**config.mk**
```make
export PLATFORM = sky130hd
export DESIGN_NAME = regfile_mp
export DESIGN_NICKNAME = d
export VERILOG_FILES = /design/src/rtl/regfile_pkg.sv /design/src/rtl/regfile_mp_onehot_dec.sv /design/src/rtl/regfile_mp.sv
export SDC_FILE = /design/constraint.sdc
export NUM_CORES = 1
export LEC_CHECK = 0
export CAP_MARGIN = 20
export CORE_AREA = 2 2 120 122
export CTS_CLUSTER_SIZE = 25
export DETAILED_ROUTE_END_ITERATION = 6
export DIE_AREA = 0 0 122 124
export PLACE_DENSITY = 0.81
export SYNTH_ARGS = -nofsm -noshare
export SYNTH_HDL_FRONTEND = slang
export SYNTH_SLANG_ARGS = --single-unit
```
**constraint.sdc**
```tcl
create_clock -name clk -period 4.8 [get_ports clk]
set_input_delay 0.96 -clock clk [delete_from_list [all_inputs] [get_ports clk]]
set_output_delay 0.96 -clock clk [all_outputs]
set_load 0.01 [all_outputs]
```
**src/rtl/regfile_pkg.sv**
```systemverilog
// Shared constants and the one-hot decode helper for the multi-port register file.
package regfile_pkg;

   localparam int unsigned DEFAULT_WIDTH = 16;
   localparam int unsigned DEFAULT_DEPTH = 8;
   localparam int unsigned MAX_DEPTH     = 256;
   localparam int unsigned MAX_AW        = 8;

   // True when bit position pos of the one-hot code for addr is set.
   function automatic logic onehot(input logic [MAX_AW-1:0] addr, input int unsigned pos);
      return (32'(addr) == pos);
   endfunction

endpackage

```
**src/rtl/regfile_mp_onehot_dec.sv**
```systemverilog
// Write-address decoder: one-hot enable vector, all zeros when disabled or out of range.
module onehot_dec
   import regfile_pkg::*;
#(
   parameter int unsigned AW    = 3,
   parameter int unsigned DEPTH = DEFAULT_DEPTH
) (
   input  logic [AW-1:0]    addr,
   input  logic             en,
   output logic [DEPTH-1:0] onehot_c
);

   // Bit positions only exist below DEPTH, so addresses >= DEPTH decode to zero.
   always_comb begin
      onehot_c = '0;
      for (int unsigned i = 0; i < DEPTH; i++) begin
         onehot_c[i] = en & onehot(MAX_AW'(addr), i);
      end
   end

endmodule

```
**src/rtl/regfile_mp.sv**
```systemverilog
// Register file with one write port, two combinational read ports, per-entry
// valid bits, synchronous bulk invalidate and optional write-to-read forwarding.
module regfile_mp
   import regfile_pkg::*;
#(
   parameter int unsigned WIDTH  = DEFAULT_WIDTH,
   parameter int unsigned DEPTH  = DEFAULT_DEPTH,
   parameter bit          BYPASS = 1'b1
) (
   input  logic                     clk,
   input  logic                     rst_n,
   input  logic [WIDTH-1:0]         data_in,
   input  logic [$clog2(DEPTH)-1:0] writenum,
   input  logic                     write,
   input  logic                     clear,
   input  logic [$clog2(DEPTH)-1:0] readnum_a,
   input  logic [$clog2(DEPTH)-1:0] readnum_b,
   output logic [WIDTH-1:0]         data_out_a,
   output logic [WIDTH-1:0]         data_out_b,
   output logic                     valid_a,
   output logic                     valid_b,
   output logic [DEPTH-1:0]         load
);

   localparam int unsigned AW = $clog2(DEPTH);

   logic [WIDTH-1:0] regs [DEPTH];
   logic [DEPTH-1:0] vbit;
   logic             hit_a;
   logic             hit_b;

   onehot_dec #(
      .AW    (AW),
      .DEPTH (DEPTH)
   ) u_dec (
      .addr     (writenum),
      .en       (write),
      .onehot_c (load)
   );

   // Storage; clear drops every valid bit except the one being written this cycle.
   always_ff @(posedge clk or negedge rst_n) begin
      if (!rst_n) begin
         for (int unsigned i = 0; i < DEPTH; i++) begin
            regs[i] <= '0;
         end
         vbit <= '0;
      end else begin
         for (int unsigned i = 0; i < DEPTH; i++) begin
            if (load[i]) begin
               regs[i] <= data_in;
            end
         end
         vbit <= clear ? load : (vbit | load);
      end
   end

   // Forward only in-range writes; an out-of-range writenum never produces a hit.
   always_comb begin
      hit_a = BYPASS && write && (writenum == readnum_a) && (32'(readnum_a) < DEPTH);
      hit_b = BYPASS && write && (writenum == readnum_b) && (32'(readnum_b) < DEPTH);
   end

   // Read ports; unmatched (out-of-range) addresses fall through to zero.
   always_comb begin
      data_out_a = '0;
      data_out_b = '0;
      valid_a    = 1'b0;
      valid_b    = 1'b0;
      for (int unsigned i = 0; i < DEPTH; i++) begin
         if (readnum_a == AW'(i)) begin
            data_out_a = regs[i];
            valid_a    = vbit[i];
         end
         if (readnum_b == AW'(i)) begin
            data_out_b = regs[i];
            valid_b    = vbit[i];
         end
      end
      if (hit_a) begin
         data_out_a = data_in;
         valid_a    = 1'b1;
      end
      if (hit_b) begin
         data_out_b = data_in;
         valid_b    = 1'b1;
      end
      // Forwarding is suppressed while reset is held so outputs stay quiet.
      if (!rst_n) begin
         data_out_a = '0;
         data_out_b = '0;
         valid_a    = 1'b0;
         valid_b    = 1'b0;
      end
   end

endmodule

```
---- Word level (Yosys, flattened, before mapping) ----
Cells that the tools add are included.
word-level totals
  register bits ........................... 136
  bits of input ports ..................... 29
  output and inout bits ................... 42
  logic and storage cells ................. 87
cells by class
  equality and inequality tests ........... 23
  muxes and demuxes ....................... 41
  bitwise logic cells ..................... 9
  reductions and logical operators ........ 5
operators with widths
  kind                                                                    count
  16-bit 2-to-1 mux                                                       20
  3-bit equality test (second input constant)                             12
  1-bit 2-to-1 mux                                                        20
  3-bit by 2-bit equality test with 1-bit output (second input constant)  6
  3-bit by 1-bit equality test with 1-bit output (second input constant)  3
  3-bit logical NOT                                                       3
  1-bit bitwise AND                                                       8
  8-bit 2-to-1 mux                                                        1
  8-bit bitwise OR                                                        1
  3-bit equality test                                                     2
  1-bit logical AND                                                       2

---- Logic depth before layout (Yosys ltp) ----
  depth in word-level cells ............... 11
  mapped depth ............................ 7
  depth with buffers taken out ............ 4

---- Modules after synthesis ----
From an unflattened synthesis, not the netlist that was laid out.
second synthesis, totals
  cell total of the unflattened synthesis .. 697
  area total of the unflattened synthesis .. 7923.8 µm²
by module, submodules not included
  module      instances  cells an instance  area each (µm²)  seq. area each (µm²)
  regfile_mp  1          689                7828.8           3403.3
  onehot_dec  1          8                  95.1             0.0

---- Least setup slack after synthesis ----
No wires, ideal clock.
  path type ............................... input to output
  start point ............................. input port readnum_a[1]
  end point ............................... output port data_out_a[11]
  arrival ................................. 2.093 ns
  required time ........................... 3.840 ns
  slack ................................... 1.747 ns
  stages on the path ...................... 7
  path buffers ............................ 3
  cells stage by stage .................... buf_2 -> buf_4 -> buf_2 -> nand3b_1 -> o21ai_0 -> a21oi_1 -> o311ai_1
between the ends
  cells in the longest elaborated chain, start to end .. 11
  elaborated cells on any way between the ends .. 20
  those cells by class .................... eq/ne: 8; mux: 10; reduce/logical: 2
ends and longest elaborated chain
  element                         RTL line          RTL
  start, declared                 regfile_mp.sv:16  input logic [$clog2(DEPTH)-1:0] readnum_a,
  3-bit logical NOT               regfile_mp.sv:71  if (readnum_a == AW'(i)) begin
  16-bit 2-to-1 mux (8 in a row)  regfile_mp.sv:71
  16-bit 2-to-1 mux *             regfile_mp.sv:80  if (hit_a) begin
  16-bit 2-to-1 mux *             regfile_mp.sv:89  if (!rst_n) begin
  end, declared                   regfile_mp.sv:18  output logic [WIDTH-1:0] data_out_a,
Mark *: on every way between the ends. The rest lies on a longest branch, timed or not.

---- Final worst setup path ----
  start point ............................. input port readnum_a[2]
  end point ............................... output port data_out_a[2]
The elaborated chain is that of the path after synthesis.

==> flow_metrics.py <==
metrics = {
    "sta": {
        "min_period_over_period_pct": 99.3,
        "fin_ws_ns": 0.0314,
        "tightest_slew_ns": 0.825,
        "maxSlewHeadroom_pct": 44.8,
        "slew_violations": 0,
        "setup_viol": 0,
        "fin_crit_ns": 4.77,
        "tns_ns": 0,
        "hold_viol_final": 0,
        "finalClockSkew_ns": 0,
        "max_freq_mhz": 210,
        "rsz0062_at_grt": "false",
    },
    "detailed_routing": {
        "via_per_inst": 6.81,
        "routed_wl_um": 25400,
        "vias": 7161,
        "firstDrtPassIters": 7,
        "remaining_drc_errors": 6,
        "wl_per_cell_um": 24.2,
        "ant_nets": 0,
        "drtIter0Drc": 1047,
    },
    "run_status": {
        "status": "finished, violations left",
        "failed_checks": "DRC",
    },
    "yosys": {
        "synth_warnings": 0,
        "synthTopCellsByArea": "dfrtp_1 (42%), mux2_2 (11%), mux2i_1 (11%)",
        "yosysTopAreaCell": "dfrtp_1",
        "synth_nets": 842,
        "synth_area_um2": 8090,
        "postSynthAreaPerCell_um2": 9.95,
        "ys_ff_latch": 136,
        "synth_cell_type_count": 43,
        "yosysSeqAreaShare_pct": 42.1,
        "synth_cells": 813,
        "synth_top_area_share_pct": 42.1,
    },
    "clock_network": {
        "path_clk_slew_ns": 0.06,
        "cts_buffers": 17,
        "cts-root-buf": "clkbuf_16",
        "cts_sinks": 136,
        "post-cts-setup-buffers": 0,
        "cts_max_level": 4,
        "clockBufferDepth": 2,
        "clk_latency_ns": 0.43,
        "cts_tree": "yes",
        "holdBufCountCts": 0,
        "post_cts_resized": 0,
    },
    "floorplan": {
        "start_util_pct": 59.0,
        "core-area_um2": 13700,
        "die_w_um": 122,
        "ioPinCount": 71,
        "fp-row-count": 43,
        "die_h_um": 124,
        "die-area_um2": 15100,
    },
    "final_layout": {
        "syn2layout_area_growth_pct": 16.3,
        "final_area_um2": 9400,
        "final_common_cell": "dfrtp_1",
        "fillers": 1024,
        "drive_gt1_share_pct": 18.6,
        "final_nets": 890,
        "layout_common_cells": "dfrtp_1 (136), nand2_1 (132), mux2i_1 (87)",
    },
    "critical_path": {
        "cp_data_required_time_ns": 3.84,
        "cp-start-kind": "input port",
        "startpoint": "readnum_a[2]",
        "regToRegStartpoint": "regs[69]$_DFFE_PN0P_",
        "crit_fanout": 24,
        "critPathArrivalTime_ns": 3.81,
        "endpoint_kind": "output pin",
        "crit_type": "in2out",
    },
    "place": {
        "post_dp_cell_area_um2": 8880,
        "place_ws_ns": 0.127,
        "gp_congestion": 0.891,
        "place_hpwl_um": 16000,
        "port_buffers": 70,
    },
    "global_route": {
        "grt_pass1_wl_um": 39100,
        "overflow": 0,
        "grt_max_degree": 46,
        "antenna_found_initial": 1,
        "grtUsageTotal_pct": 34.7,
        "grt_pass1_vias": 7067,
    },
    "min_path": {
        "hp-class": "in2async",
    },
    "power_and_ir_drop": {
        "leakagePower_nw": 4.23,
        "pwr_density_cell_nw_per_um2": 384,
        "ir_worst_vdd_mv": 0.249,
    },
    "job": {
        "maxCapViolCount": 0,
    },
}
power by group:
group / internal (mW) / total (mW) / switching, mW
clock: 0.722 / 1.19 / 0.467
sequential: 1.38 / 1.57 / 0.192
combinational: 0.418 / 0.846 / 0.428
total: 2.52 / 3.61 / 1.09
registers in the layout (all words and copies together), names as in the netlist:
register  cells
regs        128
vbit          8
layout make-up:
cell class                 instances  area (µm²)  area share [%]
multi-input combinational        577        4170            44.4
clock inverter                     5        50.0           0.532
sequential                       136        3400            36.2
timing repair buffer             110        1010            10.8
antenna                            1        2.50          0.0266
clock buffer                      23         468            4.98
tap                              180         225            2.39
inverter                          19        71.3           0.758
per-layer routing:
layer	wire, µm	part of all wire, %	track usage (%)	vias to the layer above
li1	-	-	-	3038
met1	9930	39	45.6	3482
met2	11700	46	52.9	541
met3	2790	11	9.34	100
met4	984	3.9	18.1	0
met5	0	0	0	-
cell families (layout without fill, tap and decap cells):
group | Yosys count | after routing | synth area share (%)
AO/OA/AOI/OAI | 158 | 158 | 13.5
XOR/XNOR | 6 | 6 | 0.742
buffers and inverters | 100 | 157 | 6.48
flip-flops | 136 | 136 | 42.1
multiplexers | 169 | 169 | 22.5
other | 0 | 1 | 0
AND/OR/NAND/NOR | 244 | 244 | 14.7
Yosys cell counts, drive strengths merged:
master,count
a21o,8
a21oi,17
a221oi,21
a22oi,21
a311o,7
a31oi,1
and3,2
and3b,8
and4,2
buf,50
clkbuf,31
clkinv,2
dfrtp,136
inv,17
mux2,80
mux2i,87
mux4,2
nand2,132
nand2b,2
nand3,19
nand3b,18
nand4,3
nand4b,3
nor2,35
nor2b,3
nor3,2
nor3b,2
o211ai,12
o21ai,48
o221ai,11
o311ai,12
or2,1
or3,12
xnor2,6
worst paths after layout:
path	to	slack, ns	cells past startpoint
worst max-delay path	data_out_a[2]	0.03	7
worst min-delay path	regs[30]$_DFFE_PN0P_	0.45	1
worst max register to register	regs[69]$_DFFE_PN0P_	3.98	1
worst min register to register	vbit[1]$_DFF_PN0_	0.51	1
max in group asynchronous	regs[32]$_DFFE_PN0P_	3.29	3
min in group clk	vbit[1]$_DFF_PN0_	0.51	1
critical path, stage by stage:
cell             delay (ns)
clkdlybuf4s50_1        0.53
buf_4                  0.30
nor2b_1                0.62
a311o_1                0.27
a21oi_1                0.05
o311ai_1               0.44
clkdlybuf4s50_1        0.63
stage by stage:
| stage | cells | utilization, % | hold WS (ns) | power, mW |
|---|---|---|---|---|
| 2_1_floorplan | 813 | - | 0.466 | 2.08 |
| 3_3_place_gp | 1021 | 64.7 | 0.482 | 2.35 |
| 3_5_place_dp | 1021 | 64.7 | 0.497 | 2.40 |
| 4_1_cts | 1049 | 68.5 | 0.447 | 3.59 |
| 5_1_grt | 1050 | 68.5 | 0.458 | 3.76 |
| 6_report | 1051 | 68.5 | 0.449 | 3.61 |
Power figures use the tool's default switching activity.
